===== config.mk =====
export PLATFORM = sky130hd
export DESIGN_NAME = eq2_selftest
export DESIGN_NICKNAME = d
export VERILOG_FILES = /design/src/rtl/eq2_selftest.sv
export SDC_FILE = /design/constraint.sdc
export NUM_CORES = 1
export LEC_CHECK = 0
export ABC_AREA = 0
export CAP_MARGIN = 20
export CORE_UTILIZATION = 39
export DETAILED_ROUTE_END_ITERATION = 7
export SLEW_MARGIN = 20
export SYNTH_ARGS = -nofsm -noshare
export SYNTH_HDL_FRONTEND = slang
export SYNTH_SLANG_ARGS = --single-unit

===== constraint.sdc =====
create_clock -name clk -period 1.8 [get_ports clk]
set_input_delay 0.36 -clock clk [delete_from_list [all_inputs] [get_ports clk]]
set_output_delay 0.36 -clock clk [all_outputs]
set_load 0.02 [all_outputs]

===== src/rtl/eq2_selftest.sv =====
// Self-checking sweep stage for the 2-bit equality comparator eq2: drives all 16 operand pairs,
// samples aeqb after SETTLE cycles and reports pass/err_cnt/first failure. Optional: EQ2_SELFTEST_STOP_ON_ERR_EN.
module eq2_selftest #(
   parameter int SETTLE = 4
) (
   input  logic       clk,
   input  logic       reset,
   input  logic       start,
   output logic [1:0] a,
   output logic [1:0] b,
   input  logic       aeqb,
   output logic       busy,
   output logic       done,
   output logic       pass,
   output logic [4:0] err_cnt,
   output logic [1:0] fail_a,
   output logic [1:0] fail_b,
   output logic       fail_vld
);

   localparam logic [1:0] S_IDLE   = 2'd0;
   localparam logic [1:0] S_SETTLE = 2'd1;
   localparam logic [1:0] S_CHECK  = 2'd2;
   localparam logic [1:0] S_DONE   = 2'd3;

   localparam logic [3:0] CNT_INIT = 4'(SETTLE - 1);

`ifdef EQ2_SELFTEST_STOP_ON_ERR_EN
   localparam logic STOP_EN = 1'b1;
`else
   localparam logic STOP_EN = 1'b0;
`endif

   logic [1:0] state_q, state_d;
   logic [3:0] idx_q, idx_d;
   logic [3:0] cnt_q, cnt_d;
   logic [4:0] err_q, err_d;
   logic [1:0] fail_a_q, fail_a_d;
   logic [1:0] fail_b_q, fail_b_d;
   logic       fail_vld_q, fail_vld_d;
   logic       mismatch;

   // Operands come straight from the index flops, so they only move when idx does.
   assign a        = idx_q[3:2];
   assign b        = idx_q[1:0];
   assign mismatch = aeqb != (idx_q[3:2] == idx_q[1:0]);

   always_comb begin
      state_d    = state_q;
      idx_d      = idx_q;
      cnt_d      = cnt_q;
      err_d      = err_q;
      fail_a_d   = fail_a_q;
      fail_b_d   = fail_b_q;
      fail_vld_d = fail_vld_q;
      case (state_q)
         S_IDLE, S_DONE: begin
            if (start) begin
               idx_d      = 4'd0;
               cnt_d      = CNT_INIT;
               err_d      = 5'd0;
               fail_a_d   = 2'd0;
               fail_b_d   = 2'd0;
               fail_vld_d = 1'b0;
               state_d    = S_SETTLE;
            end
         end
         S_SETTLE: begin
            if (cnt_q != 4'd0) cnt_d = cnt_q - 4'd1;
            else               state_d = S_CHECK;
         end
         S_CHECK: begin
            if (mismatch) begin
               err_d = err_q + 5'd1;
               if (!fail_vld_q) begin
                  fail_a_d   = idx_q[3:2];
                  fail_b_d   = idx_q[1:0];
                  fail_vld_d = 1'b1;
               end
            end
            if ((STOP_EN && mismatch) || idx_q == 4'd15) begin
               state_d = S_DONE;
            end else begin
               idx_d   = idx_q + 4'd1;
               cnt_d   = CNT_INIT;
               state_d = S_SETTLE;
            end
         end
         default: state_d = S_IDLE;
      endcase
   end

   always_ff @(posedge clk or posedge reset) begin
      if (reset) begin
         state_q    <= S_IDLE;
         idx_q      <= 4'd0;
         cnt_q      <= 4'd0;
         err_q      <= 5'd0;
         fail_a_q   <= 2'd0;
         fail_b_q   <= 2'd0;
         fail_vld_q <= 1'b0;
      end else begin
         state_q    <= state_d;
         idx_q      <= idx_d;
         cnt_q      <= cnt_d;
         err_q      <= err_d;
         fail_a_q   <= fail_a_d;
         fail_b_q   <= fail_b_d;
         fail_vld_q <= fail_vld_d;
      end
   end

   assign busy     = (state_q == S_SETTLE) || (state_q == S_CHECK);
   assign done     = (state_q == S_DONE);
   assign pass     = done && (err_q == 5'd0);
   assign err_cnt  = err_q;
   assign fail_a   = fail_a_q;
   assign fail_b   = fail_b_q;
   assign fail_vld = fail_vld_q;

endmodule


Yosys cells after proc, flatten, opt, wreduce, memory -nomap -nowiden

Index checks and enable logic that the tools add are counted.

Mux-type cells: 24
Reductions and logical operators: 12
Eq/ne operators: 12
$add $sub $neg: 3

Operators by type and width:

| cell                                              | count |
|---|---|
| 2-to-1 mux 4 bit                                  | 5 |
| 2-to-1 mux 2 bit                                  | 8 |
| != test 2 bit (second input constant)             | 6 |
| one-hot mux 4 bit (3 select lines)                | 1 |
| 2-to-1 mux 5 bit                                  | 2 |
| one-hot mux 5 bit (2 select lines)                | 1 |
| AND reduction 3 bit                               | 3 |
| one-hot mux 2 bit (2 select lines)                | 2 |
| one-hot mux 4 bit (2 select lines)                | 1 |
| one-hot mux 2 bit (3 select lines)                | 1 |
| adder 5 x 1 -> 5 bit (second input constant)      | 1 |
| zero test 5 bit                                   | 1 |
| adder 4 x 1 -> 4 bit (second input constant)      | 1 |
| == test 2 bit (second input constant)             | 2 |
| == test 4 bit (second input constant)             | 1 |
| AND reduction 4 bit                               | 1 |
| nonzero test 4 bit                                | 1 |
| subtractor 4 x 1 -> 4 bit (second input constant) | 1 |
| == test 2 x 1 -> 1 bit (second input constant)    | 1 |
| == test 2 bit                                     | 1 |
| zero test 2 bit                                   | 1 |
| 2-to-1 mux 1 bit                                  | 2 |
| one-hot mux 1 bit (2 select lines)                | 1 |
| AND reduction 2 bit                               | 1 |
| 5 further kinds                                   | 5 |

Flip-flop bits (word level): 20
Output and inout bits: 17
Logic and storage cells: 58

Logic depth before layout (Yosys ltp)

Gate-level depths: netlist of run 1.

Depth after elaboration: 4
Depth in mapped cells: 8
Mapped depth without buffers: 7

Worst setup path after synthesis of run 1

Ideal clock, no wire load.

Path type: register to register
From: register state_q[0]
To: register err_q[4] (netlist: err_cnt[4])
Arrival time: 1.873 ns
Path slack: -0.142 ns
Setup time: 0.069 ns
Stages on the path, launching flop included: 9
Cells stage by stage: dfrtp_1 -> inv_1 -> ha_1 -> nor2b_4 -> or2_1 -> buf_6 -> or3_1 -> or3_1 -> nand3_1

Word-level cells in the longest chain between the ends: 4

Ends and longest elaborated chain:

| element                                                              | RTL line | text |
|---|---|---|
| start: declaration                                                   | 34       | `logic [1:0] state_q, state_d;` |
| start signal: assignment                                             | 103      | `state_q <= state_d;` |
| == test 2 bit / zero test 2 bit (equally long branches)              | 56       | `case (state_q)` |
| OR reduction 2 bit                                                   | 56       |  |
| != test 2 bit (no line) / nonzero test 2 bit (equally long branches) | -        |  |
| AND reduction 3 bit (no line)                                        | -        |  |
| end signal: assignment                                               | 106      | `err_q <= err_d;` |
| end: declaration                                                     | 37       | `logic [4:0] err_q, err_d;` |

Several ways; a longest one is shown, not always the timed one.
A chain may end at the register's enable or synchronous reset.

Worst setup path in the final report of run 1

From: register state_q[0]
To: register err_q[3] (netlist: err_cnt[3])

The elaborated chain is that of the path after synthesis.

==> results of run 1 <==
==> layer usage <==
layer	global-route usage, %	share of wire (%)	vias up
met5	0	0	-
met4	6.97	1.0	0
met3	3.17	2.8	4
met2	31.3	51	20
met1	23.8	45	535
li1	-	-	535
==> repair_timing <==
| action | CTS | global route |
|---|---|---|
| endpoints found under the hold margin | 0 | 0 |
| resized for setup | 12 | 14 |
| endpoints found under the setup margin | 10 | 18 |
| setup buffers | 2 | 1 |
| pin swaps | 2 | 3 |
==> power breakdown <==
group | internal, mW | switching, mW | total, mW
sequential | 0.519 | 0.0587 | 0.578
combinational | 0.491 | 0.583 | 1.07
clock | 0.225 | 0.149 | 0.374
total | 1.24 | 0.790 | 2.03
==> state kept, by name, summed over array words and instances, names as in the netlist <==
| register | cells |
|---|---|
| err_cnt | 5 |
| cnt_q | 4 |
| idx_q | 4 |
| fail_a | 2 |
| fail_b | 2 |
| state_q | 2 |
| fail_vld | 1 |
==> final cells by class <==
cell class                      count  area share (%)
Clock buffer                        3            1.36
Clock inverter                      1            1.82
Inverter                           14            3.18
Multi-Input combinational cell     90            39.9
Sequential cell                    20            30.3
Tap cell                           31            2.34
Timing Repair Buffer               39            21.1
==> synthesized netlist by cell type, types with 2 or more instances <==
master / n
a21oi_1: 6
a31oi_1: 2
a32o_1: 3
clkbuf_1: 3
dfrtp_1: 20
ha_1: 9
inv_1: 14
nand2_1: 8
nand3_1: 11
nor2_1: 10
nor2b_1: 2
o211ai_1: 3
o21ai_0: 8
o22ai_1: 4
or3_1: 3
xor2_1: 2
==> cell families after synthesis <==
family                   after synthesis  synth area share (%)
multiplexers                           2                  1.79
adder cells (fa/ha/maj)                9                  9.45
XOR/XNOR                               3                  2.21
buffers and inverters                 19                  6.93
AND/OR/NAND/NOR                       44                  20.1
flip-flops                            20                  42.0
AO/OA/AOI/OAI                         32                  17.5
==> worst max-delay path: stages, from the launching register on <==
cell and delay, ps:
dfrtp_1 430, inv_2 90, ha_4 200, nor2b_4 120, or2_4 230, or3_1 380, o311ai_2 270
==> metrics by stage <==
| stage | setup TNS, ps | hold WS (ps) | setup WS [ps] | instances | utilization (%) |
|---|---|---|---|---|---|
| floorplan | -61.5 | 324 | -61.5 | 129 | - |
| global placement | -412 | 467 | -93.8 | 191 | 54.6 |
| detailed placement | -620 | 487 | -122 | 191 | 54.6 |
| CTS | -6.26 | 359 | -6.26 | 197 | 56.7 |
| global route | -161 | 389 | -76.2 | 198 | 58.5 |
| finish | 0 | 361 | 2.58 | 198 | 58.5 |
==> worst max-delay path by stage <==
stage,from,to,slack [ps]
floorplan,state_q[0],err_cnt[4],-60
global placement,start,err_cnt[4],-90
detailed placement,start,err_cnt[4],-120
CTS,state_q[0],err_cnt[4],-6
global route,state_q[0],err_cnt[3],-80
finish,state_q[0],err_cnt[3],3
==> impl_metrics.csv, run 1 <==
group,metric,value,unit
synthesis,async_flop_share,100,%
die,ios,21,
worst_setup_path,cp_data_required_time,2020,ps
grt,track_usage,18.5,%
grt,antenna_found_initial,0,
synthesis,ys_types,37,
worst_setup_path,cp-start-kind,"register",
die,core,2830,um^2
timing,rsz0062_at_grt,"yes",
grt,grt-ovfl-total,0,
die,start_util,42.1,%
die,die_w,57.3,um
synthesis,synth_top_area_cell,"dfrtp_1",
place,io_buffer_count,20,
final_layout,multi_input_area,661,um^2
drt,wirelength,2720,um
worst_setup_path,ff2ff_path_depth,6,
synthesis,ys.warnings.count,0,
place,placed_area,1550,um^2
die,die_h,57.3,um
clock_tree,insertion_delay,310,ps
worst_setup_path,critPathCaptureType,"register",
worst_setup_path,worst_ep_arrival_time,2020,ps
timing,worst_pin_slew,403,ps
flow_run,cap_violations,0,
timing,drv_slew,0,
synthesis,synth_edf_count,0,
power,power_density,1220,nW/um^2
final_layout,drive_gt1_share,22.2,%
die,fp.dieArea,3280,um^2
clock_tree,ctsHoldBuffers,0,
final_layout,n_antenna_cell,0,
drt,drc,1,
timing,min_period,1800,ps
clock_tree,root_buffer,"clkbuf_4",
synthesis,syn-cell-area,1190,um^2
timing,hold_viol_final,0,
grt,first_global_vias,1059,
place,gp_congestion,0.861,
synthesis,ys_ff_latch,20,
synthesis,synth_area_per_cell,9.23,um^2
final_layout,regArea,500,um^2
drt,drt_first_iter_violations,32,
final_layout,design_area,1650,um^2
place,dp_hpwl,1950,um
clock_tree,htree_levels,1,
power,power,2.03,mW
synthesis,synthDominantCellAreaShare,42.0,%
final_layout,syn2layout_area_growth,38.9,%
clock_tree,cts_tree,"yes",
synthesis,synth_area_leaders,"dfrtp_1 42%, ha_1 9.5%, nand3_1 4.6%",
die,fp-row-count,19,
drt,post_drt_wl_per_cell,13.7,um
worst_setup_path,reg2reg_from,"state_q[0]",
final_layout,final_common_cell,"dfrtp_1",
worst_setup_path,rrSetupSlack,3,ps
worst_setup_path,timing.rr.end,"err_cnt[3]",
grt,grt_max_degree,21,
clock_tree,clock_path_buffers,2,
timing,clock_skew,6.43,ps
clock_tree,cts_made_buffers,3,
worst_setup_path,crit_fanout,3,
synthesis,synth_nets,142,
outcome,outcome,"finished with violations",
grt,grt_pass1_wl,4710,um
synthesis,syn_inst,129,
drt,first_pass_iters,6,
worst_hold_path,min_path_type,"input port to asynchronous set/reset pin",
timing,clock.fmax,556,MHz
drt,vias,1094,
final_layout,nNetsFinal,181,
drt,ant_nets,0,
power,ir_drop,0.577,mV
timing,setup_viol,0,
clock_tree,clk_pin_slew,120,ps
outcome,violations,"DRC",
power,leakage,0.840,nW
synthesis,synth_ff_type,"dfrtp_1",
drt,viasPerCell,5.53,
final_layout,final_cell_mix,"20 x dfrtp_1, 18 x buf_4, 13 x inv_1",
clock_tree,cts.sinks,20,
timing,fin_crit_sh,99.9,%
synthesis,ys_seq_area_share,42.0,%
final_layout,fill_cells,267,
worst_setup_path,critPathKind,"register to register",
timing,max_slew_margin,73.1,%
No activity file was read; power rests on OpenSTA's default activity.
==> run 2: changes to the inputs <==
CTS_CLUSTER_SIZE = 10   (was unset)
TNS_END_PERCENT = 10   (was unset)
==> run 2 against run 1 <==
  * The flow finishes with violations (DRC, setup timing)
  * Clock power hardly changed
  * Die area stayed put
  * Via count is 0.27% lower
  * Sequential share of layout area is 0.85 points higher
  * First-iteration DRC count is 16% higher
  * Design area is 2.7% lower
  * Non-clock buffer count is 3 lower
  * Routed wire length is 2.4% lower
  * Critical path type unchanged
  * Largest cell class unchanged
  * Highest routed layer unchanged
==> impl_metrics.csv, run 2 (synthesized netlist as in run 1, its figures left out) <==
group,metric,value,unit
grt,grt_max_degree,21,
power,seqPwrFrac,30.0,%
final_layout,syn2layout_area_growth,35.1,%
die,fp.dieArea,3280,um^2
place,io_buffer_count,20,
worst_setup_path,rrSetupSlack,-20,ps
power,ir_drop,0.545,mV
clock_tree,cts_tree,"yes",
power,power_density,1200,nW/um^2
power,p_sw,0.763,mW
worst_setup_path,crit_slowest_cell,"dfrtp_1",
timing,worst_pin_slew,402,ps
timing,hold_viol_final,0,
die,ios,21,
outcome,outcome,"finished with violations",
timing,fin_hold_ws,362,ps
grt,grt-ovfl-total,0,
final_layout,multi_input_area,638,um^2
worst_setup_path,critPathKind,"register to register",
final_layout,nNetsFinal,178,
worst_setup_path,critPathTopFamily,"simple AND/OR/NAND/NOR gates",
drt,drt_first_iter_violations,37,
power,leakage,0.820,nW
timing,setup_viol,1,
die,start_util,42.1,%
clock_tree,insertion_delay,310,ps
drt,wirelength,2660,um
grt,track_usage,18.4,%
worst_hold_path,min_path_type,"input port to asynchronous set/reset pin",
outcome,violations,"DRC, setup timing",
final_layout,final_common_cell,"dfrtp_1",
timing,fin_crit_sh,101,%
timing,max_slew_margin,73.2,%
grt,first_global_vias,1048,
worst_setup_path,path_common_cell,"or3_1",
final_layout,final_cell_mix,"20 x dfrtp_1, 15 x buf_4, 13 x inv_1",
timing,final.setup.worst_slack,-20.0,ps
drt,ant_nets,0,
timing,clock.fmax,549,MHz
place,gp_congestion,0.861,
worst_setup_path,reg2reg_from,"state_q[0]",
grt,antenna_found_initial,0,
final_layout,largest_reg_flops,5,
drt,first_pass_iters,6,
final_layout,fill_cells,273,
timing,min_period,1820,ps
clock_tree,htree_levels,1,
timing,clock_skew,8.78,ps
final_layout,n_antenna_cell,0,
grt,grt_pass1_wl,4670,um
clock_tree,clk_pin_slew,120,ps
worst_setup_path,slowest_delay,440,ps
clock_tree,clock_path_buffers,2,
timing,tns,-20.0,ps
final_layout,drive_gt1_share,18.9,%
power,p_int,1.17,mW
final_layout,final_core_util,56.9,%
worst_setup_path,crit_fanout,4,
die,die_h,57.3,um
place,dp_hpwl,1950,um
power,pwr-share-comb,50.8,%
drt,vias,1091,
worst_setup_path,cp-start-kind,"register",
worst_setup_path,cp_num_buf_inv,1,
power,p_sw_share,39.4,%
power,power,1.94,mW
drt,post_drt_wl_per_cell,13.6,um
worst_setup_path,critPathCaptureType,"register",
place,place_ws,-122,ps
timing,rsz0062_at_grt,"yes",
die,core,2830,um^2
worst_setup_path,worst_ep_arrival_time,2070,ps
drt,viasPerCell,5.59,
final_layout,regArea,500,um^2
die,die_w,57.3,um
clock_tree,cts_made_buffers,3,
timing,drv_slew,0,
worst_setup_path,cp_data_required_time,2050,ps
drt,drc,1,
worst_setup_path,worstPathCellList,"inv_2, ha_4, nor2b_4, or2_1, or3_1, or3_1, nand3_1",
clock_tree,postCtsSetupRepairBufs,0,
power,p_clk_share,19.2,%
die,fp-row-count,19,
flow_run,cap_violations,0,
clock_tree,root_buffer,"clkbuf_4",
worst_setup_path,startpoint,"state_q[0]",
clock_tree,cts.sinks,20,
run 2: changes by cell type in the layout (fill, tap and decap cells not counted):
| cell | previous run | this run |
|---|---|---|
| or2_1 | 0 | 1 |
| or2_4 | 1 | 0 |
| ha_1 | 7 | 8 |
| o311ai_1 | 0 | 1 |
| buf_4 | 18 | 15 |
| ha_4 | 2 | 1 |
| o311ai_2 | 1 | 0 |
run 2: timing repair:
action                     4_1_cts  5_1_grt
setup endpoints to repair       10       19
resized for setup               11       11
gates cloned                     0        0
hold buffers                     0        0
run 2: per-layer routing:
metal  routed length, um  vias to the layer above  global-route usage [%]
met2                1340                       16                    30.9
met5                   0                        -                       0
met4                  28                        0                    6.97
met3                  58                        4                    3.17
li1                    -                      531                       -
met1                1230                      540                    23.7
run 2: worst min-delay path, delay by kind of cell:
kind / cells / cell delay [ps]
buffers and inverters: 3 / 700
run 2: cell type report:
type / instances / share of cell area, %
Clock inverter: 1 / 1.87
Multi-Input combinational cell: 90 / 39.7
Tap cell: 31 / 2.41
Timing Repair Buffer: 36 / 20.3
Clock buffer: 3 / 1.40
Sequential cell: 20 / 31.1
Inverter: 14 / 3.27
run 2: path summary, 6_finish.rpt:
kind	end	cells past startpoint
min	fail_vld	3
min in group clk	cnt_q[0]	1
min reg2reg	cnt_q[0]	1
max in group asynchronous	cnt_q[3]	3
max reg2reg	err_cnt[4]	7
max	err_cnt[4]	7
run 2: per-stage QoR:
step           std cells  cell area (um^2)
6_report             195              1610
5_1_grt              195              1610
4_1_cts              195              1600
3_5_place_dp         191              1550
3_3_place_gp         191              1550
2_1_floorplan        129              1200
run 2: power by group through the flow:
stage | clock [mW] | combinational [mW] | sequential, mW
6_report | 0.372 | 0.983 | 0.581
5_1_grt | 0.401 | 1.10 | 0.592
4_1_cts | 0.388 | 0.968 | 0.580
3_3_place_gp | 0 | 0.943 | 0.585
2_1_floorplan | 0 | 0.608 | 0.601
3_5_place_dp | 0 | 0.971 | 0.590
